`src/rtl/cpu_pkg.sv`:
```
// Shared opcode map, FSM state encoding and instruction field widths for cpu_core.
package cpu_pkg;

    localparam int OPC_W = 4;

    localparam logic [OPC_W-1:0] OP_NOP = 4'h0;
    localparam logic [OPC_W-1:0] OP_LDA = 4'h1;
    localparam logic [OPC_W-1:0] OP_ADD = 4'h2;
    localparam logic [OPC_W-1:0] OP_SUB = 4'h3;
    localparam logic [OPC_W-1:0] OP_STA = 4'h4;
    localparam logic [OPC_W-1:0] OP_LDI = 4'h5;
    localparam logic [OPC_W-1:0] OP_JMP = 4'h6;
    localparam logic [OPC_W-1:0] OP_JC  = 4'h7;
    localparam logic [OPC_W-1:0] OP_JZ  = 4'h8;
    localparam logic [OPC_W-1:0] OP_OUT = 4'hE;
    localparam logic [OPC_W-1:0] OP_HLT = 4'hF;

    typedef enum logic [1:0] {
        ST_FETCH  = 2'd0,
        ST_DECODE = 2'd1,
        ST_MEM    = 2'd2,
        ST_HALT   = 2'd3
    } state_t;

endpackage

```
`src/rtl/cpu_alu_w.sv`:
```
// Combinational add/subtract with carry and zero flags; subtract is A + ~B + 1.
// Zero latency, no flow control.
module cpu_alu_w #(
    parameter int DATA_W = 8
) (
    input  logic [DATA_W-1:0] i_a,
    input  logic [DATA_W-1:0] i_b,
    input  logic              i_sub,
    output logic [DATA_W-1:0] o_res,
    output logic              o_c,
    output logic              o_z
);

    logic [DATA_W-1:0] w_b;
    logic [DATA_W:0]   w_sum;

    assign w_b   = i_sub ? ~i_b : i_b;
    assign w_sum = {1'b0, i_a} + {1'b0, w_b} + {{DATA_W{1'b0}}, i_sub};
    assign o_res = w_sum[DATA_W-1:0];
    assign o_c   = w_sum[DATA_W];
    assign o_z   = (w_sum[DATA_W-1:0] == '0);

endmodule

```
`src/rtl/cpu_core.sv`:
```
// Accumulator CPU with fetch/decode/mem FSM over a req/ack memory port.
// 2 cycles per register/branch op, 3 per memory op at zero wait; each stalled ack cycle adds one.
module cpu_core
    import cpu_pkg::*;
#(
    parameter int DATA_W = 8,
    parameter int ADDR_W = 4
) (
    input  logic              i_clk,
    input  logic              i_reset,
    output logic              o_mem_req,
    output logic              o_mem_we,
    output logic [ADDR_W-1:0] o_mem_addr,
    output logic [DATA_W-1:0] o_mem_wdata,
    input  logic              i_mem_ack,
    input  logic [DATA_W-1:0] i_mem_rdata,
    output logic [DATA_W-1:0] o_out,
    output logic              o_out_valid,
    output logic              o_halted,
    output logic [ADDR_W-1:0] o_pc
);

    state_t            r_state;
    logic [DATA_W-1:0] r_a;
    logic [DATA_W-1:0] r_b;
    logic [DATA_W-1:0] r_ir;
    logic [ADDR_W-1:0] r_pc;
    logic [DATA_W-1:0] r_out;
    logic              r_out_vld;
    logic              r_c;
    logic              r_z;

    logic [OPC_W-1:0]  w_op;
    logic [ADDR_W-1:0] w_arg;
    logic              w_xfer;
    logic [DATA_W-1:0] w_alu_b;
    logic [DATA_W-1:0] w_res;
    logic              w_c;
    logic              w_z;

    assign w_op  = r_ir[DATA_W-1 -: OPC_W];
    assign w_arg = r_ir[ADDR_W-1:0];

    // Gating with the reset pin lets an in-flight request drop the instant reset asserts.
    assign o_mem_req   = i_reset && (r_state == ST_FETCH || r_state == ST_MEM);
    assign o_mem_we    = i_reset && (r_state == ST_MEM) && (w_op == OP_STA);
    assign o_mem_addr  = (r_state == ST_MEM) ? w_arg : r_pc;
    assign o_mem_wdata = r_a;
    assign w_xfer      = o_mem_req && i_mem_ack;

    assign o_out       = r_out;
    assign o_out_valid = r_out_vld;
    assign o_halted    = (r_state == ST_HALT);
    assign o_pc        = r_pc;

    // B is loaded in the same cycle it is consumed, so the ALU takes the bus value while in MEM.
    assign w_alu_b = (r_state == ST_MEM) ? i_mem_rdata : r_b;

    cpu_alu_w #(.DATA_W(DATA_W)) u_alu (
        .i_a   (r_a),
        .i_b   (w_alu_b),
        .i_sub (w_op == OP_SUB),
        .o_res (w_res),
        .o_c   (w_c),
        .o_z   (w_z)
    );

    always_ff @(posedge i_clk or negedge i_reset) begin
        if (!i_reset) begin
            r_state   <= ST_FETCH;
            r_a       <= '0;
            r_b       <= '0;
            r_ir      <= '0;
            r_pc      <= '0;
            r_out     <= '0;
            r_out_vld <= 1'b0;
            r_c       <= 1'b0;
            r_z       <= 1'b0;
        end else begin
            r_out_vld <= 1'b0;
            case (r_state)
                ST_FETCH: begin
                    if (w_xfer) begin
                        r_ir    <= i_mem_rdata;
                        r_pc    <= r_pc + ADDR_W'(1);
                        r_state <= ST_DECODE;
                    end
                end
                ST_DECODE: begin
                    r_state <= ST_FETCH;
                    case (w_op)
                        OP_LDA, OP_ADD, OP_SUB, OP_STA: r_state <= ST_MEM;
                        OP_LDI: r_a <= {{(DATA_W-ADDR_W){1'b0}}, w_arg};
                        OP_JMP: r_pc <= w_arg;
                        OP_JC:  if (r_c) r_pc <= w_arg;
                        OP_JZ:  if (r_z) r_pc <= w_arg;
                        OP_OUT: begin
                            r_out     <= r_a;
                            r_out_vld <= 1'b1;
                        end
                        OP_HLT: r_state <= ST_HALT;
                        default: ;
                    endcase
                end
                ST_MEM: begin
                    if (w_xfer) begin
                        r_state <= ST_FETCH;
                        case (w_op)
                            OP_LDA: r_a <= i_mem_rdata;
                            OP_ADD, OP_SUB: begin
                                r_b <= i_mem_rdata;
                                r_a <= w_res;
                                r_c <= w_c;
                                r_z <= w_z;
                            end
                            default: ;
                        endcase
                    end
                end
                default: r_state <= ST_HALT;
            endcase
        end
    end

endmodule

```
`config.mk`:
```
export PLATFORM = sky130hd
export DESIGN_NAME = cpu_core
export DESIGN_NICKNAME = d
export VERILOG_FILES = /design/src/rtl/cpu_pkg.sv /design/src/rtl/cpu_alu_w.sv /design/src/rtl/cpu_core.sv
export SDC_FILE = /design/constraint.sdc
export NUM_CORES = 1
export LEC_CHECK = 0
export CAP_MARGIN = 25
export CORE_UTILIZATION = 35
export CTS_CLUSTER_SIZE = 28
export DETAILED_ROUTE_END_ITERATION = 10
export GPL_ROUTABILITY_DRIVEN = 0
export GPL_TIMING_DRIVEN = 0
export MAX_ROUTING_LAYER = met4
export SYNTH_ARGS = -nofsm -noshare
export SYNTH_HDL_FRONTEND = slang
export SYNTH_HIERARCHICAL = 1
export SYNTH_SLANG_ARGS = --single-unit
```
`constraint.sdc`:
```
create_clock -name i_clk -period 3.5 [get_ports i_clk]
set_input_delay 0.875 -clock i_clk [delete_from_list [all_inputs] [get_ports i_clk]]
set_output_delay 0.875 -clock i_clk [all_outputs]
set_load 0.005 [all_outputs]
```
Yosys cells after proc, flatten, opt, wreduce, memory -nomap -nowiden:

Cells that the tools add are included.

* add/sub/neg operators: 3
* eq/ne operators: 20
* mux-type cells: 18
* bitwise logic cells: 1
* reduce and logical (&&, ||, !) cells: 17

Operator list (count)
* 8-bit two-way mux: 4
* 8-bit case mux with 2 select lines: 2
* 4-bit by 3-bit == test with 1-bit output (second input constant): 4
* 4-bit two-way mux: 4
* 4-bit == test (second input constant): 3
* 4-bit case mux with 3 select lines: 1
* 8-bit by 8-bit adder with 9-bit output: 1
* 9-bit by 1-bit adder with 9-bit output: 1
* 4-bit by 2-bit == test with 1-bit output (second input constant): 2
* 8-bit zero test: 1
* 8-bit inverter: 1
* 4-bit case mux with 2 select lines: 1
* 3-bit != test (second input constant): 2
* 2-bit case mux with 3 select lines: 1
* 2-bit AND reduction: 3
* 5-bit AND reduction: 1
* 4-bit by 1-bit adder with 4-bit output (second input constant): 1
* 2-bit == test (second input constant): 2
* 4-bit by 1-bit == test with 1-bit output (second input constant): 1
* 1-bit logical AND: 4
* 2-bit two-way mux: 2
* 2-bit != test (second input constant): 2
* 4-bit by 2-bit != test with 1-bit output (second input constant): 1
* 2-bit case mux with 2 select lines: 1
* 11 further kinds: 13

* register bits: 41
* input bits: 11
* output and inout port bits: 28
* logic and storage cells: 68

Longest topological paths before layout:

Gate-level depths: netlist (run 1).

* depth in word-level cells: 9
* depth in mapped cells: 16
* mapped depth without buffers: 13

By module:

The synthesis (run 1) kept the hierarchy.

By module, submodules not included
* cpu_core: instances 1, cells an instance 170, area each 2118.3 µm², sequential area each 1026.0 µm²
* cpu_alu_w: instances 1, cells an instance 58, area each 452.9 µm², sequential area each 0.0 µm²

Worst setup path after synthesis (run 1):

No wires, ideal clock.

* path kind: reg2reg
* from: register r_state[0]
* to: register r_a[7] (netlist: o_mem_wdata[7])
* library setup time: 0.125 ns
* arrival: 2.893 ns
* slack: 0.482 ns
* stages on the path, launching flop included: 14
* path buffers: 2
* cells stage by stage: dfrtp_1 > nand2b_1 > buf_6 > buf_4 > mux2_2 > xor2_1 > ha_1 > a21oi_1 > nand2_1 > a211o_1 > a221o_1 > mux2i_1 > nor2_1 > mux2_2

* cells in the longest elaborated chain, start to end: 9
* elaborated cells on any way between the ends: 19
* classes of those cells: 2 x add/sub; 5 x eq/ne; 5 x mux; 1 x bitwise; 6 x reduce/logical

RTL lines
* from (decl): RTL line cpu_core.sv:23 `state_t r_state;`
* from (signal assigned): RTL line cpu_core.sv:70 `r_state <= ST_FETCH;`
* from (signal assigned): RTL line cpu_core.sv:86 `r_state <= ST_DECODE;`
* from (signal assigned): RTL line cpu_core.sv:90 `r_state <= ST_FETCH;`
* 2-bit == test (*): RTL line cpu_core.sv:57 `assign w_alu_b = (r_state == ST_MEM) ? i_mem_rdata : r_b;`
* 8-bit two-way mux (*): RTL line cpu_core.sv:57
* named net w_alu_b[5]: RTL line cpu_core.sv:36 `logic [DATA_W-1:0] w_alu_b;`
* 8-bit inverter: RTL line cpu_alu_w.sv:17 `assign w_b = i_sub ? ~i_b : i_b;`
* 8-bit two-way mux (*): RTL line cpu_alu_w.sv:17
* 8-bit by 8-bit adder with 9-bit output (*): RTL line cpu_alu_w.sv:18 `assign w_sum = {1'b0, i_a} + {1'b0, w_b} + {{DATA_W{1'b0}}, i_sub};`
* 9-bit by 1-bit adder with 9-bit output (*): RTL line cpu_alu_w.sv:18
* named net w_res[7]: RTL line cpu_core.sv:37 `logic [DATA_W-1:0] w_res;`
* 8-bit case mux with 2 select lines (*): RTL line cpu_core.sv:108 `case (w_op)`
* 8-bit two-way mux (*): RTL line cpu_core.sv:106 `if (w_xfer) begin`
* 8-bit case mux with 2 select lines (*): RTL line cpu_core.sv:81 `case (r_state)`
* to (signal assigned): RTL line cpu_core.sv:93 `OP_LDI: r_a <= {{(DATA_W-ADDR_W){1'b0}}, w_arg};`
* to (signal assigned): RTL line cpu_core.sv:109 `OP_LDA: r_a <= i_mem_rdata;`
* to (signal assigned): RTL line cpu_core.sv:112 `r_a <= w_res;`
* to (decl): RTL line cpu_core.sv:24 `logic [DATA_W-1:0] r_a;`

Mark *: on every way through the listed nets, which the timed path passes. The rest lies on a longest branch. The select of a mux whose other input is x is not followed.
A chain may end at the register's enable or synchronous reset.

Final worst setup path (run 1):

* from: input port i_mem_rdata[2]
* to: register r_a[6] (netlist: o_mem_wdata[6])

* cells in the longest elaborated chain, start to end: 8

RTL lines
* from (decl): RTL line cpu_core.sv:16 `input logic [DATA_W-1:0] i_mem_rdata,`
* 8-bit two-way mux (*): RTL line cpu_core.sv:57
* named net w_alu_b[2]: RTL line cpu_core.sv:36
* 8-bit inverter: RTL line cpu_alu_w.sv:17
* 8-bit two-way mux (*): RTL line cpu_alu_w.sv:17
* 8-bit by 8-bit adder with 9-bit output (*): RTL line cpu_alu_w.sv:18
* 9-bit by 1-bit adder with 9-bit output (*): RTL line cpu_alu_w.sv:18
* named net w_res[6]: RTL line cpu_core.sv:37
* 8-bit case mux with 2 select lines (*): RTL line cpu_core.sv:108
* 8-bit two-way mux (*): RTL line cpu_core.sv:106
* 8-bit case mux with 2 select lines (*): RTL line cpu_core.sv:81

Marked as above.

==> impl_results.md, run 1 <==
- Hold WS: 0.5052 ns
- Power Density: 966.7 nW/um2
- Cell Area, Synth: 2571 um2
- Slew Limit Fails: 0
- Fmax: 0.2968 GHz
- Max Cap Violations: 0
- Number of synthesized register bits: 41
- Yosys warnings: 6
- Number of H-tree levels: 2
- Synth top area cells: dfrtp_1 (40%), mux2_2 (19%), ha_1 (3.9%), mux2i_1 (3.5%), xor2_1 (3.4%)
- Area Growth Syn to Fin: 23.45%
- P_leak: 1.375 nW
- Number of cell rows: 30
- CTS tree: built
- RSZ-0062 raised after global routing: no
- Worst Setup End Kind: flip-flop
- DRT Wirelength: 5.746 mm
- Initial antenna violation count: 0
- Total track usage: 16.88%
- # setup viols final: 0
- Ys flop type: dfrtp_1
- Overflow after GRT: 0
- CP Class: in2reg
- Largest net degree at the start of global routing: 25
- Crit path from: i_mem_rdata[2]
- Area leader, netlist: dfrtp_1
- Main combinational cell family by area after synthesis: multiplexers
- Power after layout: 3.069 mW
- Crit start category: input pin
- Post-CTS sizing: 0
- CP Capture Point: o_mem_wdata[6]
- Crit-path max FO: 5
- Synth async-reset ratio: 100.0%
- WP data arrival: 3.55 ns
- First-pass GRT wire length: 9.556 mm
- Via Count: 1895
- Post-route setup slack: 0.1304 ns
- Share of cells above drive strength 1: 26.91%
- Port Buffers: 38
- Mux contribution to synthesized area: 22.87%
- Clock insertion delay at the later pin of the skew report: 0.30 ns
- DRT antenna net count: 0
- Placed cells: 363
- WP data required: 3.68 ns
- Drt drc: 0
- Tcrit/Tclk final: 96.28%
- Rel. slew slack: 60.03%
- Compound-cell area share of the yosys netlist: 11.19%
- Adder and majority gate portion of the synthesized area: 4.672%
- Layout Nets: 294
- Post-synthesis sequential area ratio: 39.90%
- Post-CTS setup buffers: 0
- Final core utilization: 45.71%
- Clock sink count: 41
- Post-Syn Instances: 228
- Syn Area/Cell: 11.28 um2
- DR WL/cell: 15.49 um
- Core Box Area: 6944 um2
- Setup TNS: 0 ns
- Post-layout instance area: 3174 um2
- Die height: 87.71 um
- Post-layout minimum cycle time: 3.370 ns
- Vias per cell: 5.108
- Most frequent cell after synthesis: mux2_2
- Clock buffer depth: 2
- Filler cells: 683
- Initial drt markers: 61
- R2R depth: 13
- Worst Setup Slack post-DPL: -0.1722 ns
- Hold Crit Class: reg2reg
- Synth Area in XOR/XNOR: 4.428%
- Synth cell types: 55
- Post-Synth Simple-Gate Area: 12.65%
- Post-DP Area: 3094 um2
- Vias in the first global route: 1844
- R2r setup slk: 0.17 ns
- Initial Utilization: 37.03%
- CTS root buffer: clkbuf_8
- Final HPWL DP: 4.144 mm
- Crit Reg-Reg Startpoint: r_state[0]
- Area of the die: 7693 um2
- Syn nets: 248
- Max IR drop VDD: 0.4125 mV
- Reg2reg end: o_mem_wdata[6]
- DRT Pass-1 Iters: 4
- Hold Buf Count CTS: 0
- Status: finished, final reports clean
- Reg clk slew, reported paths: 0.07 ns
- Post-synth top cells: mux2_2 (43), dfrtp_1 (41), nand2_1 (14), o21ai_0 (14)
- Total CTS buffers: 5
- Antenna cell count: 0
- Post-Layout Cell Count: 371
- Multi-input gate area: 1435 um2
- Top-area cell type share of the netlist area: 39.90%
- IO Count: 39
- FF/Latch Area: 1026 um2
- Die Width: 87.71 um
- Worst Tran Pin Value: 0.5976 ns
- Number of synthesized flops with an enable pin: 0
- Final hold violations: 0
- Clk_skew: 0.006794 ns
[area by class of cell]
cell class	instances	area share (%)
Multi-Input combinational cell	169	45.21
Sequential cell	41	32.32
Timing Repair Buffer	39	12.69
Tap cell	96	3.784
Clock buffer	8	2.523
Buffer	9	2.404
Inverter	9	1.064
[metal layers]
layer	global-route usage [%]	share of wire, %
met1	22.42	51
met2	26.43	45
met3	3.959	3.6
met4	3.130	0.73
met5	-	0
[worst max-delay path: stages]
cell             delay, ns
clkdlybuf4s50_1       0.50
mux2_2                0.31
xor2_1                0.15
ha_1                  0.35
nor2b_1               0.18
o31ai_1               0.39
a21oi_1               0.15
xor2_1                0.19
mux2i_1               0.14
nor2_1                0.05
mux2_2                0.26
[power by group]
group          internal [mW]  switching, mW
Clock                  0.142          0.163
Sequential             0.683          0.197
Combinational           1.01          0.878
[state kept, by name (all words and copies together), names as in the netlist, 2 cells and up]
signal / flops
r_state: 2
r_ir: 8
o_mem_wdata: 8
o_out: 8
r_b: 8
o_pc: 4
[worst min-delay path by stage]
stage / slack (ns) / endpoint / start / cells past startpoint
after global routing: 0.53 / o_out[0] / o_out[0] / 1
after global placement: 0.49 / r_b[4] / r_b[4] / 1
after detailed placement: 0.49 / r_b[2] / r_b[2] / 1
after CTS: 0.51 / r_b[2] / r_b[2] / 1
after floorplan: 0.47 / r_z / r_z / 1
final: 0.51 / o_out[4] / o_out[4] / 1
[cell usage in the layout, fill, tap and decap left out, types with 3 or more instances in the layout]
cell             Yosys  routed
mux2i_1              9       9
inv_1                8       8
a211oi_1             7       7
dfrtp_1             41      41
nor2_1              10      10
clkbuf_1             0       3
buf_6                3       3
nand2b_1             3       3
xor2_1              10      10
clkbuf_8             1       6
xnor2_1              3       3
nand2_1             14      14
a21oi_1              8       8
ha_1                 8       8
o21ai_0             14      14
clkdlybuf4s50_1      0      37
mux2_2              43      43
buf_2                2       3
[cell families (layout without fill, tap and decap cells)]
| kind of cell | Yosys count | count (layout) |
|---|---|---|
| AO/OA/AOI/OAI | 42 | 42 |
| multiplexers | 53 | 53 |
| buffers and inverters | 18 | 65 |
| AND/OR/NAND/NOR | 52 | 52 |
| XOR/XNOR | 13 | 13 |
| flip-flops | 41 | 41 |
| adder cells (fa/ha/maj) | 9 | 9 |
Power figures use the tool's default switching activity.
==> run 2, diff against run 1 <==
GPL_TIMING_DRIVEN = not set   (was 0)
==> impl_results.md, run 2 (synthesis gave the netlist of run 1 again) <==
- Initial Utilization: 37.03%
- Clock buffer depth: 2
- Post-CTS sizing: 0
- Worst Tran Pin Value: 0.6023 ns
- Final HPWL DP: 4.248 mm
- Setup TNS: 0 ns
- DRT antenna net count: 0
- Die Width: 87.71 um
- Area Growth Syn to Fin: 25.64%
- Hold WS: 0.5042 ns
- Slew Limit Fails: 0
- IO Count: 39
- Post-route setup slack: 0.2920 ns
- Crit-path max FO: 4
- Post-CTS setup buffers: 0
- Clock sink count: 41
- Drt drc: 0
- Via Count: 1943
- # setup viols final: 0
- DR WL met3: 234 um
- Share of cells above drive strength 1: 30.77%
- Layout Nets: 305
- CTS tree: built
- Vias per cell: 5.086
- Post-Layout Cell Count: 382
- Core Box Area: 6944 um2
- Clk_skew: 0.006814 ns
- Hold Crit Class: reg2reg
- Antenna cell count: 0
- Total CTS buffers: 5
- Filler cells: 660
- Max layer used: met4
- P_leak: 1.424 nW
- Met2 routed WL: 2.650 mm
- DR WL/cell: 15.19 um
- Clock insertion delay at the later pin of the skew report: 0.29 ns
- Wire length on met1: 2.874 mm
- Hold Buf Count CTS: 0
- Die height: 87.71 um
- Initial antenna violation count: 0
- CTS root buffer: clkbuf_8
- Tcrit/Tclk final: 91.66%
- DRT Pass-1 Iters: 4
- Initial drt markers: 118
- Commonest non-fill, non-tap cell in the layout: mux2_2
- Status: finished, final reports clean
- RSZ-0062 raised after global routing: no
- Port Buffers: 38
- Reg clk slew, reported paths: 0.08 ns
- Vias in the first global route: 1887
- WP data arrival: 3.39 ns
- Number of H-tree levels: 2
- Area of the die: 7693 um2
- Final hold violations: 0
- Crit Reg-Reg Startpoint: r_state[1]
- Max IR drop VDD: 0.3923 mV
- Highest-count cells in the layout ignoring fill and taps: mux2_2 (43), dfrtp_1 (41), clkdlybuf4s50_1 (37)
- Power Density: 991.7 nW/um2
- Fmax: 0.3117 GHz
- Rel. slew slack: 59.71%
- Worst Setup Slack post-DPL: 0.003765 ns
- Placed cells: 374
- Total track usage: 16.85%
- Number of cell rows: 30
- First-pass GRT wire length: 9.542 mm
- Crit path from: i_mem_rdata[2]
- Overflow after GRT: 0
- Max Cap Violations: 0
- DRT Wirelength: 5.801 mm
- CP Class: in2reg
- Crit start category: input pin
- WP data required: 3.68 ns
- Worst Setup End Kind: flip-flop
- Hold Startpoint: r_b[1]
- Post-layout minimum cycle time: 3.208 ns
- Largest net degree at the start of global routing: 26
run 2: routing by layer:
metal / vias to the layer above / track usage, %
li1: 944 / -
met1: 947 / 23.05
met2: 47 / 25.72
met3: 5 / 2.922
met4: 0 / 4.471
met5: - / -
run 2: area by class of cell:
type / instances / area (um2) / share of cell area, %
clock buffers: 6 / 72.57 / 2.246
clock inverters: 2 / 10.01 / 0.3098
inverters: 9 / 33.78 / 1.046
multi-input cells: 169 / 1435 / 44.42
flip-flops and latches: 41 / 1026 / 31.76
well taps: 96 / 120.1 / 3.718
repair buffers: 59 / 533.0 / 16.50
run 2: critical path: stages:
cell and delay [ns]:
clkdlybuf4s50_1 0.42, mux2_2 0.30, xor2_1 0.15, ha_1 0.32, a21oi_1 0.23, o22ai_2 0.13, and4b_1 0.21, a221o_1 0.30
mux2i_1 0.14, nor2_1 0.05, mux2_2 0.26
run 2: power by group:
| group | total (mW) | internal, mW | switching [mW] |
|---|---|---|---|
| Clock | 0.310 | 0.139 | 0.172 |
| Combinational | 2.02 | 1.10 | 0.916 |
| Sequential | 0.874 | 0.682 | 0.192 |
run 2: metrics by stage:
step           instance area, um2  utilization (%)  power (mW)
2_1_floorplan                2571                -       2.161
3_3_place_gp                 3148            45.33       2.865
3_5_place_dp                 3148            45.33       2.894
4_1_cts                      3231            46.52       3.223
5_1_grt                      3231            46.52       3.474
6_report                     3231            46.52       3.204
run 2: path summary, 6_finish.rpt:
check / endpoint / slack (ns) / cells after the start
min in group asynchronous: o_pc[0] / 0.55 / 2
max in group asynchronous: r_z / 2.34 / 3
setup / recovery: o_mem_wdata[7] / 0.29 / 11
setup reg to reg: o_mem_wdata[7] / 0.41 / 12
hold / removal: r_b[1] / 0.50 / 1
hold reg to reg: r_b[1] / 0.50 / 1
==> run 3, diff against run 2 <==
clock period = 2.6 ns   (was 3.5 ns; I/O delays follow)
==> impl_results.md, run 3 (synthesis gave the netlist of run 1 again) <==
- Tcrit/Tclk final: 113.9%
- Overflow after GRT: 0
- CTS tree: built
- R2R depth: 16
- Initial antenna violation count: 0
- Worst Setup Slack post-DPL: -0.6850 ns
- Total track usage: 19.49%
- Combinational share of power: 71.0%
- Crit path from: i_mem_rdata[1]
- Post-Layout Cell Count: 421
- Post-layout instance area: 3881 um2
- Power after layout: 5.880 mW
- Port Buffers: 38
- Clk_skew: 0.008391 ns
- Crit Reg-Reg Startpoint: r_ir[6]
- CP Capture Point: o_mem_wdata[6]
- First-pass GRT wire length: 10.92 mm
- Share of cells above drive strength 1: 48.31%
- Number of H-tree levels: 2
- Hold Crit Class: in2async
- Area of the die: 7693 um2
- Clock sink count: 41
- Commonest non-fill, non-tap cell in the layout: buf_4
- Antenna cell count: 0
- Sw frac: 38.19%
- Final hold violations: 0
- Die Width: 87.71 um
- Reg clk slew, reported paths: 0.08 ns
- Met1 Usage GRT: 25.71%
- Status: finished, violations left
- WP data arrival: 3.15 ns
- Final HPWL DP: 4.735 mm
- Initial drt markers: 130
- CP Class: in2reg
- # setup viols final: 9
- R2r setup slk: -0.32 ns
- GR Util met3: 3.205%
- DRT Wirelength: 6.722 mm
- Hold Buf Count CTS: 0
- Placed cells: 400
- Crit start category: input pin
- Vias in the first global route: 2153
- Clock buffer depth: 2
- Number of cell rows: 30
- Total net switching power: 2.245 mW
- Max IR drop VDD: 0.7731 mV
- Register share of total power: 19.8%
- P_leak: 1.730 nW
- Post-layout minimum cycle time: 2.962 ns
- Post-DP Area: 3406 um2
- Max Cap Violations: 0
- Total CTS buffers: 5
- Slew Limit Fails: 0
- IO Count: 39
- DR WL/cell: 15.97 um
- Area Growth Syn to Fin: 50.95%
- CTS root buffer: clkbuf_8
- Largest net degree at the start of global routing: 28
- Failing checks: negative setup slack
- GR met2 Demand/Resource: 30.44%
- GR peak layer: met2
- Final core utilization: 55.89%
- Layout Nets: 344
- Drt drc: 0
- RSZ-0062 raised after global routing: yes
- DRT antenna net count: 0
- Crit-path max FO: 3
- WP data required: 2.78 ns
- Clock power frac: 9.2%
- Reg2reg end: o_mem_wdata[6]
- Worst Tran Pin Value: 0.6487 ns
- Vias per cell: 4.922
- Initial Utilization: 37.03%
- Highest-count cells in the layout ignoring fill and taps: buf_4 (51), dfrtp_1 (41), clkdlybuf4s50_1 (33)
- Power Density: 1515 nW/um2
- Worst Setup End Kind: flip-flop
- Post-route setup slack: -0.3617 ns
- Power Internal: 3.635 mW
- Clock insertion delay at the later pin of the skew report: 0.30 ns
- Rel. slew slack: 56.29%
- Hold WS: 0.3168 ns
- Via Count: 2072
- Die height: 87.71 um
- Setup TNS: -1.989 ns
- Core Box Area: 6944 um2
- DRT Pass-1 Iters: 4
- Fmax: 0.3376 GHz
==> run 3: routing by layer <==
| layer | share of wire (%) | wire (um) | up-vias |
|---|---|---|---|
| li1 | - | - | 1018 |
| met1 | 47 | 3186 | 1006 |
| met2 | 48 | 3229 | 38 |
| met3 | 2.7 | 179 | 10 |
| met4 | 1.9 | 127 | 0 |
| met5 | 0 | 0 | - |
==> run 3: worst max-delay path, cell delays in order <==
cell and delay (ns):
clkdlybuf4s50_1 0.42, mux2_4 0.30, xor2_2 0.19, inv_1 0.08
fa_2 0.38, buf_6 0.13, nor2b_4 0.12, o31ai_4 0.10
a21oi_2 0.18, xor2_2 0.12, mux2i_1 0.15, nor2_1 0.07
mux2_4 0.25
==> run 3: area by class of cell <==
cell class / instances / area (um2)
multi-input combinational: 169 / 1718
clock buffer: 7 / 86.33
fill: 614 / 3063
timing repair buffer: 98 / 867.1
clock inverter: 1 / 30.03
inverter: 9 / 33.78
sequential: 41 / 1026
tap: 96 / 120.1
==> run 3: worst min-delay path by stage <==
stage / start / endpoint / slack, ns / cells past startpoint
floorplan: i_reset / o_mem_wdata[0] / 0.35 / 0
global placement: r_b[4] / r_b[4] / 0.48 / 1
detailed placement: r_b[3] / r_b[3] / 0.49 / 1
CTS: i_reset / r_state[0] / 0.31 / 2
global route: i_reset / r_state[0] / 0.31 / 2
finish: i_reset / r_state[0] / 0.32 / 2
==> run 3: power by group through the flow <==
| stage | registers (mW) | logic, mW | clock network (mW) |
|---|---|---|---|
| after floorplan | 1.14 | 1.91 | 0 |
| after global placement | 1.15 | 3.22 | 0 |
| after detailed placement | 1.16 | 3.25 | 0 |
| after CTS | 1.16 | 3.86 | 0.565 |
| after global routing | 1.21 | 4.46 | 0.589 |
| final | 1.16 | 4.17 | 0.543 |
==> run 3: timing repair <==
item	4_1_cts	5_1_grt
gates resized for setup	34	20
pin swaps	30	14
hold endpoints to repair	0	0
endpoints found under the setup margin	10	12
buffers inserted	11	3
